File: src/rtl/eye_window_finder_pkg.sv
// Shared types and helpers for the eye window finder
// and the histogram blocks around it.
package eye_window_pkg;

  localparam int DELAY_TAPS_DEF  = 32;
  localparam int COUNT_WIDTH_DEF = 24;
  localparam int MAX_CW          = 32;
  localparam int MAX_HIST_W      = 32 * MAX_CW;

  function automatic int tap_bits_f(input int n);
    return (n <= 2) ? 1 : $clog2(n);
  endfunction

  localparam int TAP_BITS = tap_bits_f(DELAY_TAPS_DEF);

  typedef enum logic {
    IDLE,
    SCAN
  } state_e;

  // Count slice t of a packed histogram whose counts are cw bits wide
  function automatic logic [MAX_CW-1:0] get_count(
    input logic [MAX_HIST_W-1:0] hist,
    input int unsigned           t,
    input int unsigned           cw
  );
    logic [MAX_HIST_W-1:0] sh;
    logic [MAX_CW-1:0]     mask;
    sh   = hist >> (t * cw);
    mask = (cw >= MAX_CW) ? '1
         : ((MAX_CW'(1) << cw) - MAX_CW'(1));
    return sh[MAX_CW-1:0] & mask;
  endfunction

endpackage

File: src/rtl/eye_window_finder_if.sv
// Histogram-in / eye-result-out bundle
// between the error counter and the eye finder.
interface eye_window_finder_if
  import eye_window_pkg::*;
#(
  parameter int DELAY_TAPS  = DELAY_TAPS_DEF,
  parameter int COUNT_WIDTH = COUNT_WIDTH_DEF
);

  localparam int TBITS = tap_bits_f(DELAY_TAPS);

  logic                              I_STB;
  logic [DELAY_TAPS*COUNT_WIDTH-1:0] I_DAT;
  logic                              BUSY;
  logic                              O_STB;
  logic                              O_VALID;
  logic [TBITS-1:0]                  O_START;
  logic [TBITS:0]                    O_WIDTH;
  logic [TBITS-1:0]                  O_CENTER;

  modport master (
    output I_STB, I_DAT,
    input  BUSY, O_STB, O_VALID,
    input  O_START, O_WIDTH, O_CENTER
  );

  modport slave (
    input  I_STB, I_DAT,
    output BUSY, O_STB, O_VALID,
    output O_START, O_WIDTH, O_CENTER
  );

endinterface

File: src/rtl/eye_window_finder.sv
// Scans a captured per-tap error histogram and reports
// the widest contiguous run of good taps and its centre.
module eye_window_finder
  import eye_window_pkg::*;
#(
  parameter int          COUNT_WIDTH   = COUNT_WIDTH_DEF,
  parameter int          DELAY_TAPS    = DELAY_TAPS_DEF,
  parameter int unsigned ERR_THRESHOLD = 0
) (
  input logic                CLK,
  input logic                RSTN,
  eye_window_finder_if.slave bus
);

  localparam int TBITS = tap_bits_f(DELAY_TAPS);
  localparam int HW    = DELAY_TAPS * COUNT_WIDTH;

  localparam logic [TBITS-1:0] LAST  = TBITS'(DELAY_TAPS - 1);
  localparam logic [TBITS-1:0] ONE_T = TBITS'(1);
  localparam logic [TBITS:0]   ONE_L = (TBITS + 1)'(1);

  localparam logic [COUNT_WIDTH-1:0] THR =
    COUNT_WIDTH'(ERR_THRESHOLD);

  state_e state_q, state_d;

  logic [HW-1:0] snap_q, snap_d;

  logic [TBITS-1:0] idx_q, idx_d;
  logic [TBITS-1:0] cur_start_q, cur_start_d;
  logic [TBITS:0]   cur_len_q, cur_len_d;
  logic [TBITS-1:0] best_start_q, best_start_d;
  logic [TBITS:0]   best_len_q, best_len_d;

  logic             busy_q, busy_d;
  logic             ostb_q, ostb_d;
  logic             valid_q, valid_d;
  logic [TBITS-1:0] start_q, start_d;
  logic [TBITS:0]   width_q, width_d;
  logic [TBITS-1:0] center_q, center_d;

  logic [COUNT_WIDTH-1:0] cnt;
  logic                   good;
  logic [TBITS:0]         run_len;
  logic [TBITS-1:0]       run_start;
  logic [TBITS:0]         fin_len;
  logic [TBITS-1:0]       fin_start;
  logic [TBITS:0]         ctr_sum;
  logic                   fin_valid;

  // Classify the current tap and fold it into the run tracker
  always_comb begin
    cnt = COUNT_WIDTH'(get_count(
      MAX_HIST_W'(snap_q), 32'(idx_q), COUNT_WIDTH));
    good = (cnt <= THR);
    run_len = good ? (cur_len_q + ONE_L) : '0;
    run_start = (good && (cur_len_q == '0))
              ? idx_q : cur_start_q;
    if (run_len > best_len_q) begin
      fin_len   = run_len;
      fin_start = run_start;
    end else begin
      fin_len   = best_len_q;
      fin_start = best_start_q;
    end
    fin_valid = (fin_len != '0);
    ctr_sum = {1'b0, fin_start}
            + ((fin_len - ONE_L) >> 1);
  end

  // Next-state and result logic for the IDLE/SCAN sequencer
  always_comb begin
    state_d      = state_q;
    snap_d       = snap_q;
    idx_d        = idx_q;
    cur_start_d  = cur_start_q;
    cur_len_d    = cur_len_q;
    best_start_d = best_start_q;
    best_len_d   = best_len_q;
    busy_d       = busy_q;
    ostb_d       = 1'b0;
    valid_d      = valid_q;
    start_d      = start_q;
    width_d      = width_q;
    center_d     = center_q;
    unique case (state_q)
      IDLE: begin
        if (bus.I_STB) begin
          snap_d       = bus.I_DAT;
          idx_d        = '0;
          cur_start_d  = '0;
          cur_len_d    = '0;
          best_start_d = '0;
          best_len_d   = '0;
          busy_d       = 1'b1;
          state_d      = SCAN;
        end
      end
      SCAN: begin
        idx_d        = idx_q + ONE_T;
        cur_len_d    = run_len;
        cur_start_d  = run_start;
        best_len_d   = fin_len;
        best_start_d = fin_start;
        if (idx_q == LAST) begin
          state_d  = IDLE;
          busy_d   = 1'b0;
          ostb_d   = 1'b1;
          valid_d  = fin_valid;
          start_d  = fin_valid ? fin_start : '0;
          width_d  = fin_len;
          center_d = fin_valid
                   ? ctr_sum[TBITS-1:0] : '0;
        end
      end
    endcase
  end

  // Control, tracker and result registers
  always_ff @(posedge CLK) begin
    if (!RSTN) begin
      state_q      <= IDLE;
      idx_q        <= '0;
      cur_start_q  <= '0;
      cur_len_q    <= '0;
      best_start_q <= '0;
      best_len_q   <= '0;
      busy_q       <= 1'b0;
      ostb_q       <= 1'b0;
      valid_q      <= 1'b0;
      start_q      <= '0;
      width_q      <= '0;
      center_q     <= '0;
    end else begin
      state_q      <= state_d;
      idx_q        <= idx_d;
      cur_start_q  <= cur_start_d;
      cur_len_q    <= cur_len_d;
      best_start_q <= best_start_d;
      best_len_q   <= best_len_d;
      busy_q       <= busy_d;
      ostb_q       <= ostb_d;
      valid_q      <= valid_d;
      start_q      <= start_d;
      width_q      <= width_d;
      center_q     <= center_d;
    end
  end

  // Histogram snapshot; only ever read during SCAN
  always_ff @(posedge CLK) begin
    snap_q <= snap_d;
  end

  assign bus.BUSY     = busy_q;
  assign bus.O_STB    = ostb_q;
  assign bus.O_VALID  = valid_q;
  assign bus.O_START  = start_q;
  assign bus.O_WIDTH  = width_q;
  assign bus.O_CENTER = center_q;

endmodule

File: src/flat_wrapper.sv
// flat-port wrapper written by rule: the top's interface ports become plain ports
module eye_window_finder_flat import eye_window_pkg::*;
#(
  parameter int          COUNT_WIDTH   = COUNT_WIDTH_DEF,
  parameter int          DELAY_TAPS    = DELAY_TAPS_DEF,
  parameter int unsigned ERR_THRESHOLD = 0
)
  (CLK, RSTN, bus_I_STB, bus_I_DAT, bus_BUSY, bus_O_STB, bus_O_VALID, bus_O_START, bus_O_WIDTH, bus_O_CENTER);
  eye_window_finder_if #(.DELAY_TAPS(DELAY_TAPS), .COUNT_WIDTH(COUNT_WIDTH)) bus_i ();
  input logic CLK;
  input logic RSTN;
  input wire logic [$bits(bus_i.I_STB)-1:0] bus_I_STB;
  input wire logic [$bits(bus_i.I_DAT)-1:0] bus_I_DAT;
  output wire logic [$bits(bus_i.BUSY)-1:0] bus_BUSY;
  output wire logic [$bits(bus_i.O_STB)-1:0] bus_O_STB;
  output wire logic [$bits(bus_i.O_VALID)-1:0] bus_O_VALID;
  output wire logic [$bits(bus_i.O_START)-1:0] bus_O_START;
  output wire logic [$bits(bus_i.O_WIDTH)-1:0] bus_O_WIDTH;
  output wire logic [$bits(bus_i.O_CENTER)-1:0] bus_O_CENTER;
  assign bus_i.I_STB = bus_I_STB;
  assign bus_i.I_DAT = bus_I_DAT;
  assign bus_BUSY = bus_i.BUSY;
  assign bus_O_STB = bus_i.O_STB;
  assign bus_O_VALID = bus_i.O_VALID;
  assign bus_O_START = bus_i.O_START;
  assign bus_O_WIDTH = bus_i.O_WIDTH;
  assign bus_O_CENTER = bus_i.O_CENTER;
  eye_window_finder #(.COUNT_WIDTH(COUNT_WIDTH), .DELAY_TAPS(DELAY_TAPS), .ERR_THRESHOLD(ERR_THRESHOLD)) u_core (.CLK(CLK), .RSTN(RSTN), .bus(bus_i));
endmodule
File: config.mk
export PLATFORM = sky130hd
export DESIGN_NAME = eye_window_finder_flat
export DESIGN_NICKNAME = d
export VERILOG_FILES = /design/src/rtl/eye_window_finder_pkg.sv /design/src/rtl/eye_window_finder_if.sv /design/src/rtl/eye_window_finder.sv /design/src/flat_wrapper.sv
export SDC_FILE = /design/constraint.sdc
export NUM_CORES = 1
export LEC_CHECK = 0
export BUFFER_PORTS_ARGS = -buffer_cell sky130_fd_sc_hd__buf_2
export CAP_MARGIN = 0
export CORE_AREA = 2 2 307 309
export DETAILED_ROUTE_END_ITERATION = 16
export DIE_AREA = 0 0 309 311
export SETUP_SLACK_MARGIN = 0.3
export SKIP_LAST_GASP = 1
export SYNTH_ARGS = -nofsm -noshare
export SYNTH_HDL_FRONTEND = slang
export SYNTH_SLANG_ARGS = --single-unit
File: constraint.sdc
create_clock -name CLK -period 34.4 [get_ports CLK]
set_input_delay 1.72 -clock CLK [delete_from_list [all_inputs] [get_ports CLK]]
set_output_delay 1.72 -clock CLK [all_outputs]
set_load 0.01 [all_outputs]
Yosys cells after proc, flatten, opt, wreduce, memory -nomap -nowiden:

Cells that the tools add are included.

* add/sub/neg operators: 4
* multiply operators: 1
* $lt $le $gt $ge: 2
* equal/unequal tests: 3
* shift-type cells: 1
* multiplexer cells: 20
* bitwise logic cells: 1
* reduce and logical (&&, ||, !) cells: 7

Operators by type and width (number)
* $shr 768x10->24: 1
* $pmux 5 s2: 3
* $mux 5: 5
* $le 24x1->1 const B: 1
* $pmux 6 s2: 2
* $mux 6: 3
* $reduce_and 2->1: 4
* $mul 5x2->7 const B: 1
* $add 6x1->6 const B: 1
* $gt 6x6->1: 1
* $logic_not 6->1: 1
* $reduce_bool 6->1: 1
* $sub 6x1->6 const B: 1
* $add 5x1->5 const B: 1
* $add 5x5->5: 1
* $eq 5x5->1 const B: 1
* $mux 1: 5
* $ne 2x2->1 const B: 2
* $pmux 1 s2: 2
* $logic_and 1x1->1: 1
* $not 1->1: 1

* register bits: 815
* input bits: 771
* output and inout port bits: 19
* word-level logic and storage cells: 52

Depth between registers and ports, before layout:

* depth in word-level cells: 9
* mapped depth: 33
* mapped depth without buffers: 28

Least setup slack after synthesis:

No wires, ideal clock.

* path type: input to register
* start point: input bus_I_STB
* end point: register u_core.snap_q[0], enable pin
* library setup time: 2.006 ns
* arrival: 35.600 ns
* data required time: 32.394 ns
* slack: -3.206 ns
* cell stages on the path: 2
* path buffers: 1
* cell sequence: clkbuf_1 nor2b_1

* longest elaborated chain between the ends: 1

RTL lines
* start: declaration: RTL line flat_wrapper.sv:12 `input wire logic [$bits(bus_i.I_STB)-1:0] bus_I_STB;`
* $reduce_and 2->1 (no line)
* end signal: assignment: RTL line eye_window_finder.sv:152 `snap_q <= snap_d;`
* end: declaration: RTL line eye_window_finder.sv:27 `logic [HW-1:0] snap_q, snap_d;`

Every way passes these cells.
A chain may end at the register's enable or synchronous reset.

Final worst setup path:

* start point: register u_core.idx_q[1]
* end point: register u_core.center_q[4] (netlist: u_core.bus.O_CENTER[4])

* longest elaborated chain between the ends: 9
* elaborated cells between the ends (all ways): 15
* classes of those cells: add/sub: 2; mul: 1; order compare: 2; eq/ne: 1; shift: 1; mux: 5; reduce/logical: 3

RTL lines
* start: declaration: RTL line eye_window_finder.sv:29 `logic [TBITS-1:0] idx_q, idx_d;`
* start signal: assignment: RTL line eye_window_finder.sv:136 `idx_q <= idx_d;`
* $mul 5x2->7: RTL line eye_window_finder_pkg.sv:29 `sh = hist >> (t * cw);`
* $shr 768x10->24: RTL line eye_window_finder_pkg.sv:29
* $le 24x1->1: RTL line eye_window_finder.sv:55 `good = (cnt <= THR);`
* $mux 6: RTL line eye_window_finder.sv:56 `run_len = good ? (cur_len_q + ONE_L) : '0;`
* $gt 6x6->1: RTL line eye_window_finder.sv:59 `if (run_len > best_len_q) begin`
* $mux 6: RTL line eye_window_finder.sv:59
* $sub 6x1->6: RTL line eye_window_finder.sv:68 `+ ((fin_len - ONE_L) >> 1);`
* $add 5x5->5: RTL line eye_window_finder.sv:68
* $mux 5: RTL line eye_window_finder.sv:113 `? ctr_sum[TBITS-1:0] : '0;`
* end signal: assignment: RTL line eye_window_finder.sv:146 `center_q <= center_d;`
* end: declaration: RTL line eye_window_finder.sv:40 `logic [TBITS-1:0] center_q, center_d;`

Parallel ways exist; a longest one is shown, timed or not.

==> results.json <==
{
  "holdWs_ns": 0.450,
  "timing.rr.start": "u_core.idx_q[1]",
  "holdPathEnd": "u_core.bus.O_VALID",
  "die_y_um": 311,
  "wl_per_cell_um": 22.8,
  "hold_class": "register to register",
  "end_kind": "register",
  "clk_path_buf_depth": 3,
  "synth_flop_cell": "edfxtp_1",
  "ctsHoldBuffers": 0,
  "grt_antenna_before_repair": 39,
  "timing.clock.skew_ns": 0.0412,
  "ir_drop_v": 0.0000406,
  "syn_avg_cell_area_sq_um": 18.4,
  "fin_nets": 3193,
  "startpoint_type": "register",
  "grt_pass1_wl_um": 121000,
  "track_usage_pct": 17.4,
  "die_x_um": 309,
  "crit_arrival_ns": 9.25,
  "fin_crit_sh_pct": 25.2,
  "async_reset_ff_share_pct": 0,
  "dieArea_sq_um": 96100,
  "worst_path_max_delay_cell": "dfxtp_4",
  "hp-start": "u_core.bus.O_VALID",
  "synth_fp_nets": 2341,
  "hold_viol_final": 0,
  "use_met1_pct": 20.1,
  "dr.pass1.iters": 5,
  "synthCells": 1555,
  "portBuffers": 789,
  "grt_overflow": 0,
  "areaGrowthSynthToFinish_pct": 29.6,
  "netlist_area_sq_um": 28600,
  "io_pins": 790,
  "grtUsageMet3_pct": 4.52,
  "hpwl_um": 65200,
  "clk_pin_slew_ns": 0.06,
  "grt_max_degree": 182,
  "hold_depth": 2,
  "r2r_cells": 30,
  "antenna_left": 0,
  "yosys-top-cells-area": "edfxtp_1, dfxtp_1, nor4_1",
  "vias_per_cell": 4.64,
  "ys_types": 68,
  "cp_max_fo": 66,
  "clk_latency_ns": 0.67,
  "num_rows": 112,
  "synth_edf_count": 768,
  "cts_resized": 0,
  "grt_pass1_vias": 18600,
  "post_cts_buffers": 0,
  "cellPowerDensity_nw_per_um2": 59.8,
  "yosysWarnings": 0,
  "leakage_nw": 13.5,
  "core-area_sq_um": 92800,
  "status": "finished clean",
  "htreeDepth": 3,
  "min_period_ns": 8.68,
  "drt_iter0_drc": 1401,
  "grtUsageMet2_pct": 30.9,
  "rsz0062_at_grt": "false",
  "cp.required_ns": 34.97,
  "cts.sink_count": 815,
  "max_stage_delay_ns": 0.65,
  "max-cap-violations": 0,
  "cp-startpoint": "u_core.idx_q[1]",
  "rrSetupSlack_ns": 25.72,
  "fmax_mhz": 115,
  "setup-tns-final_ns": 0,
  "drv_slew": 0,
  "fillerInstances": 8598,
  "tightestPinTransition_ns": 1.22,
  "clockRootBuffer": "clkbuf_16",
  "maxSlewHeadroom_pct": 18.6,
  "yosysTopAreaCell": "edfxtp_1",
  "cts_tree": "built",
  "routed_wl_um": 85500,
  "seq_area_frac_synth_pct": 83.8,
  "synth-seq-cells": 815,
  "start_util_pct": 30.9,
  "drive_above_1_share_pct": 38.9,
  "cts_inserted_buffers": 86,
  "gp_congestion": 0.874,
  "drc": 0,
  "finalSetupViolations": 0,
  "r2r_end": "u_core.bus.O_CENTER[4]",
  "top_usage_layer": "met2",
  "yosys.area.top_type_share_pct": 80.5,
  "path_class": "register to register",
  "vias": 17400
}
==> flip-flops by register name (all words and copies together) (netlist names) <==
register and cells:
u_core.cur_len_q 6, u_core.best_len_q 6, u_core.cur_start_q 5, u_core.state_q 1
u_core.bus.O_WIDTH 6, u_core.best_start_q 5, u_core.bus.BUSY 1, u_core.bus.O_VALID 1
u_core.idx_q 5, u_core.snap_q 768, u_core.bus.O_STB 1, u_core.bus.O_CENTER 5
u_core.bus.O_START 5
==> worst max path at each step <==
| stage | slack (ns) | endpoint |
|---|---|---|
| after detailed placement | 25.63 | u_core.bus.O_CENTER[4] |
| after floorplan | 11.80 | u_core.snap_q[0] |
| after global placement | 25.74 | u_core.bus.O_CENTER[4] |
| final | 25.72 | u_core.bus.O_CENTER[4] |
| after global routing | 25.04 | u_core.bus.O_CENTER[4] |
| after CTS | 25.59 | u_core.bus.O_CENTER[4] |
==> final cells by class <==
type / instances / area, sq um / share of cell area, %
Sequential cell: 815 / 24000 / 64.7
Multi-Input combinational cell: 678 / 4370 / 11.8
Timing Repair Buffer: 808 / 4100 / 11.1
Clock buffer: 98 / 2210 / 5.95
Tap cell: 1254 / 1570 / 4.23
Clock inverter: 59 / 748 / 2.02
Inverter: 18 / 67.6 / 0.182
Antenna cell: 18 / 45.0 / 0.121
==> synthesized netlist by cell type, drive strengths merged, types with 5 or more instances <==
cell	n
edfxtp	768
nor4	128
a21oi	68
nor3	56
nand2	54
dfxtp	47
nor2	46
o21ai	43
nor2b	33
clkbuf	24
nand3	22
buf	20
nor3b	18
or4	18
inv	16
ha	14
nand4	13
a211oi	12
mux2	12
mux2i	11
and2	10
o211ai	10
o21a	8
o31ai	8
mux4	7
nor4b	7
or3	6
xor2	6
a21o	5
==> kinds of logic after synthesis <==
kind of cell | after synthesis | synth area share [%]
flip-flops | 815 | 83.8
AO/OA/AOI/OAI | 201 | 4.50
XOR/XNOR | 10 | 0.306
multiplexers | 30 | 1.45
adder cells (fa/ha/maj) | 15 | 0.682
AND/OR/NAND/NOR | 422 | 8.26
buffers and inverters | 62 | 0.983
==> metal layers <==
layer	part of all wire [%]	up-vias
met4	2.4	36
met2	52	659
met5	0.25	-
li1	-	8026
met1	38	8501
met3	6.7	158
==> per-stage QoR <==
stage	total power, W	setup WS (ns)	cells	instance area [sq um]	util (%)
after floorplan	0.00125	11.80	1555	28600	-
after global placement	0.00128	25.74	3573	34100	36.8
after detailed placement	0.00128	25.63	3573	34100	36.8
after CTS	0.00225	25.59	3730	37100	40.0
after global routing	0.00230	25.04	3746	37100	40.0
final	0.00222	25.72	3748	37100	40.0
==> where the power goes <==
group / internal [W] / total (W) / leakage [nW] / switching [W]
logic: 0.0000401 / 0.0000949 / 4.38 / 0.0000548
clock network: 0.000571 / 0.000960 / 1.43 / 0.000390
registers: 0.00115 / 0.00117 / 7.70 / 0.0000173
total: 0.00176 / 0.00222 / 13.5 / 0.000462
==> worst max-delay path: cells and delay by family, from the launching register on <==
family	cells	cell delay [ns]
buffers and inverters	3	1.29
DFF	1	0.65
xor gates and xnor gates	1	0.18
AOI/OAI and AO/OA	9	2.41
and+or+nand+nor	13	2.86
adders and majority gates	3	0.82
muxes	1	0.31
==> layout by cell type (no fill, tap or decap), types with 6 or more instances in the layout <==
cell,count
nor3_1,56
mux2i_1,10
nor4_1,127
mux4_2,7
clkbuf_1,11
o21a_1,8
mux2_2,10
a21oi_1,67
inv_1,15
ha_1,14
nor2_1,46
or3_1,6
or4_1,18
edfxtp_1,768
clkinv_2,10
and2_1,10
nand4_1,13
bufinv_16,14
nand2_1,53
diode_2,18
nor4b_1,7
clkinv_1,25
o21ai_0,37
o31ai_1,8
nand3_1,22
buf_2,789
nor2b_1,32
clkbuf_16,86
xor2_1,6
o211ai_1,10
a211oi_1,12
buf_4,18
dfxtp_1,43
nor3b_1,18
No activity file was read; power rests on OpenSTA's default activity.
